**config.mk**
```make
export PLATFORM = sky130hd
export DESIGN_NAME = fml_ddr3_ctlif
export DESIGN_NICKNAME = d
export VERILOG_FILES = /design/src/rtl/fml_ddr3_ctlif.sv
export SDC_FILE = /design/constraint.sdc
export NUM_CORES = 2
export LEC_CHECK = 0
export ABC_AREA = 1
export CAP_MARGIN = 0
export CORE_AREA = 2 2 291 293
export DETAILED_ROUTE_END_ITERATION = 7
export DIE_AREA = 0 0 293 295
export PLACE_DENSITY_LB_ADDON = 0.25
export SETUP_SLACK_MARGIN = 0.5
export SLEW_MARGIN = 10
export SYNTH_ARGS = -nofsm -noshare
export SYNTH_HDL_FRONTEND = slang
export SYNTH_SLANG_ARGS = --single-unit
```
**constraint.sdc**
```tcl
create_clock -name sys_clk -period 1.9 [get_ports sys_clk]
set_input_delay 0.38 -clock sys_clk [delete_from_list [all_inputs] [get_ports sys_clk]]
set_output_delay 0.38 -clock sys_clk [all_outputs]
set_load 0.005 [all_outputs]
```
**src/rtl/fml_ddr3_ctlif.sv**
```systemverilog
// FML (4 x 64-bit burst) to MIG DDR3 app_* bridge: one 256-bit MIG transaction per FML burst.
// Define FML_DDR3_CTLIF_WMASK_EN for byte-granular writes driven by fml_sel; otherwise writes are full-width.
module fml_ddr3_ctlif #(
  parameter int adr_width      = 30,
  parameter int APP_ADDR_WIDTH = 27,
  parameter int APP_DATA_WIDTH = 256,
  parameter int APP_MASK_WIDTH = APP_DATA_WIDTH / 8
) (
  input  logic                      sys_clk,
  input  logic                      sys_rst,
  input  logic [adr_width-1:0]      fml_adr,
  input  logic                      fml_stb,
  input  logic                      fml_we,
  output logic                      fml_ack,
  input  logic [7:0]                fml_sel,
  input  logic [63:0]               fml_di,
  output logic [63:0]               fml_do,
  input  logic                      app_rdy,
  input  logic [APP_DATA_WIDTH-1:0] app_rd_data,
  input  logic                      app_rd_data_end,
  input  logic                      app_rd_data_valid,
  input  logic                      app_wdf_rdy,
  output logic [APP_ADDR_WIDTH-1:0] app_addr,
  output logic [2:0]                app_cmd,
  output logic                      app_en,
  output logic [APP_DATA_WIDTH-1:0] app_wdf_data,
  output logic                      app_wdf_end,
  output logic [APP_MASK_WIDTH-1:0] app_wdf_mask,
  output logic                      app_wdf_wren
);
  localparam int NUM_LANES = APP_DATA_WIDTH / 64;
  localparam int CW        = $clog2(NUM_LANES);
  localparam logic [CW-1:0] LAST = CW'(NUM_LANES - 1);
  localparam logic [2:0] CMD_RD = 3'b001;
  localparam logic [2:0] CMD_WR = 3'b000;

  typedef enum logic [3:0] {
    IDLE, RD_CMD, RD_WAIT, RD_ACK, RD_OUT, WR_ACK, WR_COLLECT, WR_DATA, WR_CMD
  } state_t;

  state_t                           state_q, state_d;
  logic [CW-1:0]                    cnt_q, cnt_d;
  logic                             ack_q, ack_d;
  logic [63:0]                      do_q, do_d;
  logic                             en_q, en_d;
  logic [2:0]                       cmd_q, cmd_d;
  logic [APP_ADDR_WIDTH-1:0]        addr_q, addr_d;
  logic                             wren_q, wren_d;
  logic [APP_DATA_WIDTH-1:0]        wdata_q, wdata_d;
  logic [APP_MASK_WIDTH-1:0]        wmask_q, wmask_d;
  logic [NUM_LANES-1:0][63:0]       rbuf_q, rbuf_d;
  logic [NUM_LANES-1:0][63:0]       wbuf_q, wbuf_d;
`ifdef FML_DDR3_CTLIF_WMASK_EN
  logic [NUM_LANES-1:0][7:0]        sbuf_q, sbuf_d;
  logic                             unused_ok;
  assign unused_ok = ^{app_rd_data_end, fml_adr[4:0]};
`else
  logic                             unused_ok;
  assign unused_ok = ^{app_rd_data_end, fml_adr[4:0], fml_sel};
`endif

  always_comb begin
    state_d = state_q;
    cnt_d   = cnt_q;
    ack_d   = 1'b0;
    do_d    = do_q;
    en_d    = en_q;
    cmd_d   = cmd_q;
    addr_d  = addr_q;
    wren_d  = wren_q;
    wdata_d = wdata_q;
    wmask_d = wmask_q;
    rbuf_d  = rbuf_q;
    wbuf_d  = wbuf_q;
`ifdef FML_DDR3_CTLIF_WMASK_EN
    sbuf_d  = sbuf_q;
`endif
    case (state_q)
      IDLE: if (fml_stb) begin
        addr_d = APP_ADDR_WIDTH'({fml_adr[adr_width-1:5], 2'b00});
        cnt_d  = '0;
        if (fml_we) begin
          state_d = WR_ACK;
          ack_d   = 1'b1;
        end else begin
          state_d = RD_CMD;
          en_d    = 1'b1;
          cmd_d   = CMD_RD;
        end
      end
      RD_CMD: if (app_rdy) begin
        en_d    = 1'b0;
        state_d = RD_WAIT;
      end
      RD_WAIT: if (app_rd_data_valid) begin
        rbuf_d  = app_rd_data;
        ack_d   = 1'b1;
        state_d = RD_ACK;
      end
      RD_ACK: begin
        do_d    = rbuf_q[0];
        cnt_d   = CW'(1);
        state_d = RD_OUT;
      end
      RD_OUT: begin
        do_d  = rbuf_q[cnt_q];
        cnt_d = cnt_q + 1'b1;
        if (cnt_q == LAST) state_d = IDLE;
      end
      WR_ACK: begin
        cnt_d   = '0;
        state_d = WR_COLLECT;
      end
      WR_COLLECT: begin
        wbuf_d[cnt_q] = fml_di;
`ifdef FML_DDR3_CTLIF_WMASK_EN
        sbuf_d[cnt_q] = fml_sel;
`endif
        cnt_d = cnt_q + 1'b1;
        // Last beat goes straight into the write-data register, skipping a buffer cycle.
        if (cnt_q == LAST) begin
          state_d = WR_DATA;
          wren_d  = 1'b1;
          wdata_d = wbuf_d;
`ifdef FML_DDR3_CTLIF_WMASK_EN
          for (int k = 0; k < NUM_LANES; k++) wmask_d[8*k +: 8] = ~sbuf_d[k];
`else
          wmask_d = '0;
`endif
        end
      end
      WR_DATA: if (app_wdf_rdy) begin
        wren_d  = 1'b0;
        en_d    = 1'b1;
        cmd_d   = CMD_WR;
        state_d = WR_CMD;
      end
      WR_CMD: if (app_rdy) begin
        en_d    = 1'b0;
        state_d = IDLE;
      end
      default: state_d = IDLE;
    endcase
  end

  always_ff @(posedge sys_clk) begin
    if (sys_rst) begin
      state_q <= IDLE;
      cnt_q   <= '0;
      ack_q   <= 1'b0;
      do_q    <= '0;
      en_q    <= 1'b0;
      cmd_q   <= '0;
      addr_q  <= '0;
      wren_q  <= 1'b0;
      wdata_q <= '0;
      wmask_q <= '0;
      rbuf_q  <= '0;
      wbuf_q  <= '0;
`ifdef FML_DDR3_CTLIF_WMASK_EN
      sbuf_q  <= '0;
`endif
    end else begin
      state_q <= state_d;
      cnt_q   <= cnt_d;
      ack_q   <= ack_d;
      do_q    <= do_d;
      en_q    <= en_d;
      cmd_q   <= cmd_d;
      addr_q  <= addr_d;
      wren_q  <= wren_d;
      wdata_q <= wdata_d;
      wmask_q <= wmask_d;
      rbuf_q  <= rbuf_d;
      wbuf_q  <= wbuf_d;
`ifdef FML_DDR3_CTLIF_WMASK_EN
      sbuf_q  <= sbuf_d;
`endif
    end
  end

  assign fml_ack      = ack_q;
  assign fml_do       = do_q;
  assign app_en       = en_q;
  assign app_cmd      = cmd_q;
  assign app_addr     = addr_q;
  assign app_wdf_wren = wren_q;
  assign app_wdf_end  = wren_q;
  assign app_wdf_data = wdata_q;
  assign app_wdf_mask = wmask_q;
endmodule

```
=== Yosys cells after proc, flatten, opt, wreduce, memory -nomap -nowiden ===
Cells that the tools add are included.

* Bits in registers: 869
* Latch bits: 0
* RAM bits: 0
* Bits in read-only memories: 0
* Output and inout port bits: 386
* Word-level logic and storage cells: 88
* Memories kept: 0

* Add/subtract/negate cells: 1
* Multipliers: 0
* Divide/modulo/power cells: 0
* Order comparisons: 2
* Eq/ne operators: 18
* Shift-type cells: 0
* Multiplexer cells: 33
* Bitwise logic cells: 0
* Reductions and logical operators: 17

{| class="wikitable"
|+ Operators by type and width
! cell !! count
|-
| bitwise mux 256 bit || 1
|-
| binary-select mux 64 bit (select 2 bit) || 1
|-
| demux 64 bit (select 2 bit) || 1
|-
| two-way mux 64 bit || 2
|-
| one-hot mux 64 bit (2 select lines) || 1
|-
| one-hot mux 4 bit (9 select lines) || 1
|-
| two-way mux 4 bit || 7
|-
| == test 4 x 3 -> 1 bit, second input constant || 4
|-
| inequality test 2 bit, second input constant || 8
|-
| two-way mux 3 bit || 4
|-
| two-way mux 1 bit || 9
|-
| == test 4 x 2 -> 1 bit, second input constant || 2
|-
| one-hot mux 2 bit (4 select lines) || 1
|-
| AND reduction 2 bit || 4
|-
| AND reduction 7 bit || 1
|-
| one-hot mux 3 bit (2 select lines) || 1
|-
| nonzero test 2 bit || 3
|-
| AND reduction 5 bit || 1
|-
| == test 4 x 1 -> 1 bit, second input constant || 1
|-
| == test 4 bit, second input constant || 1
|-
| zero test 4 bit || 1
|-
| one-hot mux 1 bit (2 select lines) || 2
|-
| AND reduction 4 bit || 1
|-
| nonzero test 4 bit || 1
|-
| 11 further kinds || 12
|}

=== Depth between registers and ports, before layout ===
* Depth in word-level cells: 5
* Depth in mapped cells: 11

=== Worst setup path before layout ===
Ideal clock, no wire load.

* Path type: register to register
* Start: register cnt_q[1]
* End: register wdata_q[108] (netlist: app_wdf_data[108])
* Library setup time: 0.070 ns
* Data arrival time: 1.939 ns
* Required time: 1.830 ns
* Slack: -0.109 ns
* Stages on the path, launching flop included: 12
* Buffers on the path: 5
* Clock period less this slack: 2.009 ns
* Cells stage by stage: dfxtp_1 > inv_1 > buf_2 > buf_1 > ha_1 > buf_2 > buf_2 > buf_2 > nand2_1 > o21ai_0 > nand3_1 > a21oi_1

* Longest elaborated chain between the ends: 5
* Elaborated cells between the ends (all ways): 8
* Those cells by class: order compare: 2; eq/ne: 1; mux: 3; reduce/logical: 2

{| class="wikitable"
|+ Ends and longest elaborated chain
! what !! line !! source
|-
| start, declared || 42 || <nowiki>logic [CW-1:0] cnt_q, cnt_d;</nowiki>
|-
| start signal, assigned || 165 || <nowiki>cnt_q <= cnt_d;</nowiki>
|-
| < comparator 2 x 3 -> 1 bit (not written as such) / greater-or-equal comparator 2 x 1 -> 1 bit (equally long branches) || 115 || <nowiki>wbuf_d[cnt_q] = fml_di;</nowiki>
|-
| logical AND 1 bit (not written as such) || 115 ||
|-
| two-way mux 64 bit (not written as such) || 115 ||
|-
| demux 64 bit (select 2 bit) || 115 ||
|-
| bitwise mux 256 bit || 115 ||
|-
| end signal, assigned || 172 || <nowiki>wdata_q <= wdata_d;</nowiki>
|-
| end, declared || 49 || <nowiki>logic [APP_DATA_WIDTH-1:0] wdata_q, wdata_d;</nowiki>
|}

Several ways; a longest one is shown, not always the timed one.
A chain may end at the register's enable or synchronous reset.

=== Worst setup path in the final report ===
* Start: register state_q[1]
* End: register wbuf_q[140] (netlist bit)

* Longest elaborated chain between the ends: 1

{| class="wikitable"
|+ Ends and longest elaborated chain
! what !! line !! source
|-
| start, declared || 41 || <nowiki>state_t state_q, state_d;</nowiki>
|-
| start signal, assigned || 164 || <nowiki>state_q <= state_d;</nowiki>
|-
| == test 4 x 3 -> 1 bit || 78 || <nowiki>case (state_q)</nowiki>
|-
| end signal, assigned || 175 || <nowiki>wbuf_q <= wbuf_d;</nowiki>
|-
| end, declared || 52 || <nowiki>logic [NUM_LANES-1:0][63:0] wbuf_q, wbuf_d;</nowiki>
|}

No other way between the ends.

==> impl_metrics.tcl <==
set metrics [dict create \
    clkLatencyLatePin_ns 0.65 \
    worst-r2r-setup-slack_ns 0.23 \
    synth-seq-cells 803 \
    synth_xor_area_frac 0 \
    cp-start-kind "flop" \
    worst_pin_slew_ns 0.557 \
    io_buffers 701 \
    antenna_found_initial 20 \
    fp.dieArea_sq_mm 0.0864 \
    crit_type "reg2reg" \
    cp-startpoint "state_q[1]" \
    netlist.area_leader.share 0.488 \
    fmax_mhz 600 \
    drt.antenna.violating_nets 0 \
    drc 0 \
    hold_class "in2reg" \
    post_dp_cell_area_sq_mm 0.0413 \
    num_rows 106 \
    core-area_sq_mm 0.0832 \
    area_growth_pct 53.1 \
    dr.pass1.iters 8 \
    status "completed" \
    slew_viol_final 0 \
    ys_top_cells_by_area "dfxtp_1, a21oi_1, o21ai_0" \
    wl_per_cell_um 21.8 \
    dp_cells 5988 \
    slowest_stage "dfxtp_4" \
    timing.final.crit_period_ns 1.67 \
    holdCritStartpoint "sys_rst" \
    syn_avg_cell_area_sq_um 7.38 \
    numClockSinks 803 \
    drv_cap 0 \
    first_global_vias 29100 \
    skew_ns 0.0245 \
    synth_flop_cell "dfxtp_1" \
    avgViaCountPerCell 5.42 \
    synthCells 4464 \
    ios 752 \
    gp_congestion 0.867 \
    slew_headroom 0.628 \
    synthAdderAreaFrac 0.00152 \
    route.vias.total 34700 \
    grt_first_pass_wirelength_um 174000 \
    r2r_cells 8 \
    cp_top_family "buffers and inverters" \
    ir_drop_mv 0.866 \
    synthArstFlopShare 0 \
    die_h_um 295 \
    whs_endpoint "app_wdf_data[242]" \
    rsz0062_at_grt "yes" \
    grt_usage 0.257 \
    cp_num_buf_inv 4 \
    whs_ns 0.138 \
    fin_area_sq_mm 0.0504 \
    synthSimpleGateAreaFrac 0.114 \
    cts_root_buf "clkbuf_16" \
    ys_types 26 \
    p_leak_nw 19.0 \
    hold_viol_final 0 \
    die_w_um 293 \
    rr_endpoint "wbuf_q[140]" \
    cpPeakStageDelay_ns 0.36 \
    reg2reg_from "state_q[1]" \
    whs_path_depth 4 \
    grt_max_degree 89 \
    path_max_fanout 30 \
    end_kind "flop" \
    drtIter0Drc 3152 \
    yosys_warnings 0 \
    cts.path.max_buffers 3 \
    setup_viol 0 \
    path_clk_slew_ns 0.06 \
    arrival_ns 2.21 \
    synth_top_family_by_area "compound AO/OA/AOI/OAI gates" \
    grt-ovfl-total 0 \
    p_per_area_mw_per_mm2 1110 \
    htreeDepth 3 \
    dp_hpwl_um 73700 \
    routed_wl_um 140000 \
    start_util 0.396 \
    final_common_cell "a21oi_1" \
    tns_ns 0 \
    synth_edf_count 0 \
    yosys.area.top_type "dfxtp_1" \
    synth_mux_area_frac 0 \
    cts_tree "yes" \
    finalNetCount 5622 \
    fin_util 0.607 \
    final_cell_mix "a21oi_1, nand2_1, inv_1" \
    drive_gt1_frac 0.307 \
    critical_path.cell_chain "inv_4 > nor2_4 > buf_6 > nand2_8 > buf_12 > buf_16 > o21ai_0 > a21oi_1" \
    seq_area_frac_synth 0.488 \
    hold_buffers 0 \
    instances_no_fill 6413 \
    syn_area_sq_mm 0.0329 \
    fin_crit_sh 0.878 \
    worstPathRequired_ns 2.45 \
    synth_compound_area_frac 0.278 \
    numCtsBuffers 86 \
]
logic make-up (layout without fill, tap and decap cells):
logic type	after synthesis	in the layout
AOI/OAI and AO/OA	1796	1796
adders and majority gates	4	4
buffers and inverters	943	1761
DFF	803	803
other	1	50
and+or+nand+nor	917	919
worst register-to-register path, delay by kind of cell (launching register included):
family	cells	cell delay, ns
DFF	1	0.36
AOI/OAI and AO/OA	2	0.35
buffers and inverters	4	0.72
and+or+nand+nor	2	0.15
report_power, final:
| part | switching [mW] | total [mW] | leakage (nW) | internal [mW] |
|---|---|---|---|---|
| clock network | 7.32 | 17.4 | 1.41 | 10.1 |
| registers | 0.876 | 19.7 | 6.68 | 18.9 |
| logic | 10.9 | 18.8 | 10.9 | 7.87 |
| total | 19.1 | 56.0 | 19.0 | 36.9 |
cell type report:
cell class / count / area, sq um
flip-flops and latches: 803 / 16500
multi-input cells: 2755 / 15000
well taps: 1080 / 1350
clock buffers: 129 / 2490
repair buffers: 1073 / 12600
clock inverters: 26 / 419
inverters: 533 / 2050
diodes: 14 / 35.0
fillers: 7137 / 32700
synth_stat cells (2+ instances only):
cell      instances
a21oi_1         871
a31oi_1          33
buf_1            12
buf_2            82
buf_4            60
buf_6             6
clkbuf_1        250
dfxtp_1         803
ha_1              4
inv_1           528
inv_2             5
nand2_1         608
nand3_1         200
nand3b_1          2
nor2_1           97
nor2_2            2
nor2_4            3
o21ai_0         855
o21ai_1           7
o21ai_2          30
worst max path at each step:
stage / slack [ns] / end / cells past startpoint
2_1_floorplan: 0.30 / wbuf_q[191] / 11
3_3_place_gp: 0.005 / rbuf_q[178] / 6
3_5_place_dp: 0.006 / app_wdf_data[173] / 8
4_1_cts: 0.27 / app_wdf_data[215] / 1
5_1_grt: 0.15 / wbuf_q[61] / 8
6_report: 0.23 / wbuf_q[140] / 8
through the flow:
| step | setup WS, ns | total power, mW |
|---|---|---|
| 6_report | 0.232 | 56.0 |
| 3_5_place_dp | 0.00640 | 32.2 |
| 4_1_cts | 0.275 | 50.7 |
| 5_1_grt | 0.154 | 58.1 |
| 3_3_place_gp | 0.00475 | 31.9 |
| 2_1_floorplan | 0.296 | 27.8 |
sequential cells by signal, summed over array words and instances, names as in the netlist:
register      cells
app_addr         25
state_q           4
rbuf_q          256
app_wdf_data    256
fml_ack           1
app_wdf_end       1
app_cmd           1
cnt_q             2
app_en            1
wbuf_q          192
fml_do           64
timing repair:
item                        CTS  global route
setup endpoints to repair  1143          1152
setup buffers                34           107
hold endpoints to repair      0             0
cloned                       14           101
resized for setup          1126          1579
pin swaps                    10           109
per-layer routing:
layer / track usage / wire (um)
met5: 0 / 71
met4: 0.0964 / 7650
met3: 0.0536 / 12400
met2: 0.428 / 65900
met1: 0.328 / 54100
Note: power is estimated with default switching activity, not from simulation.
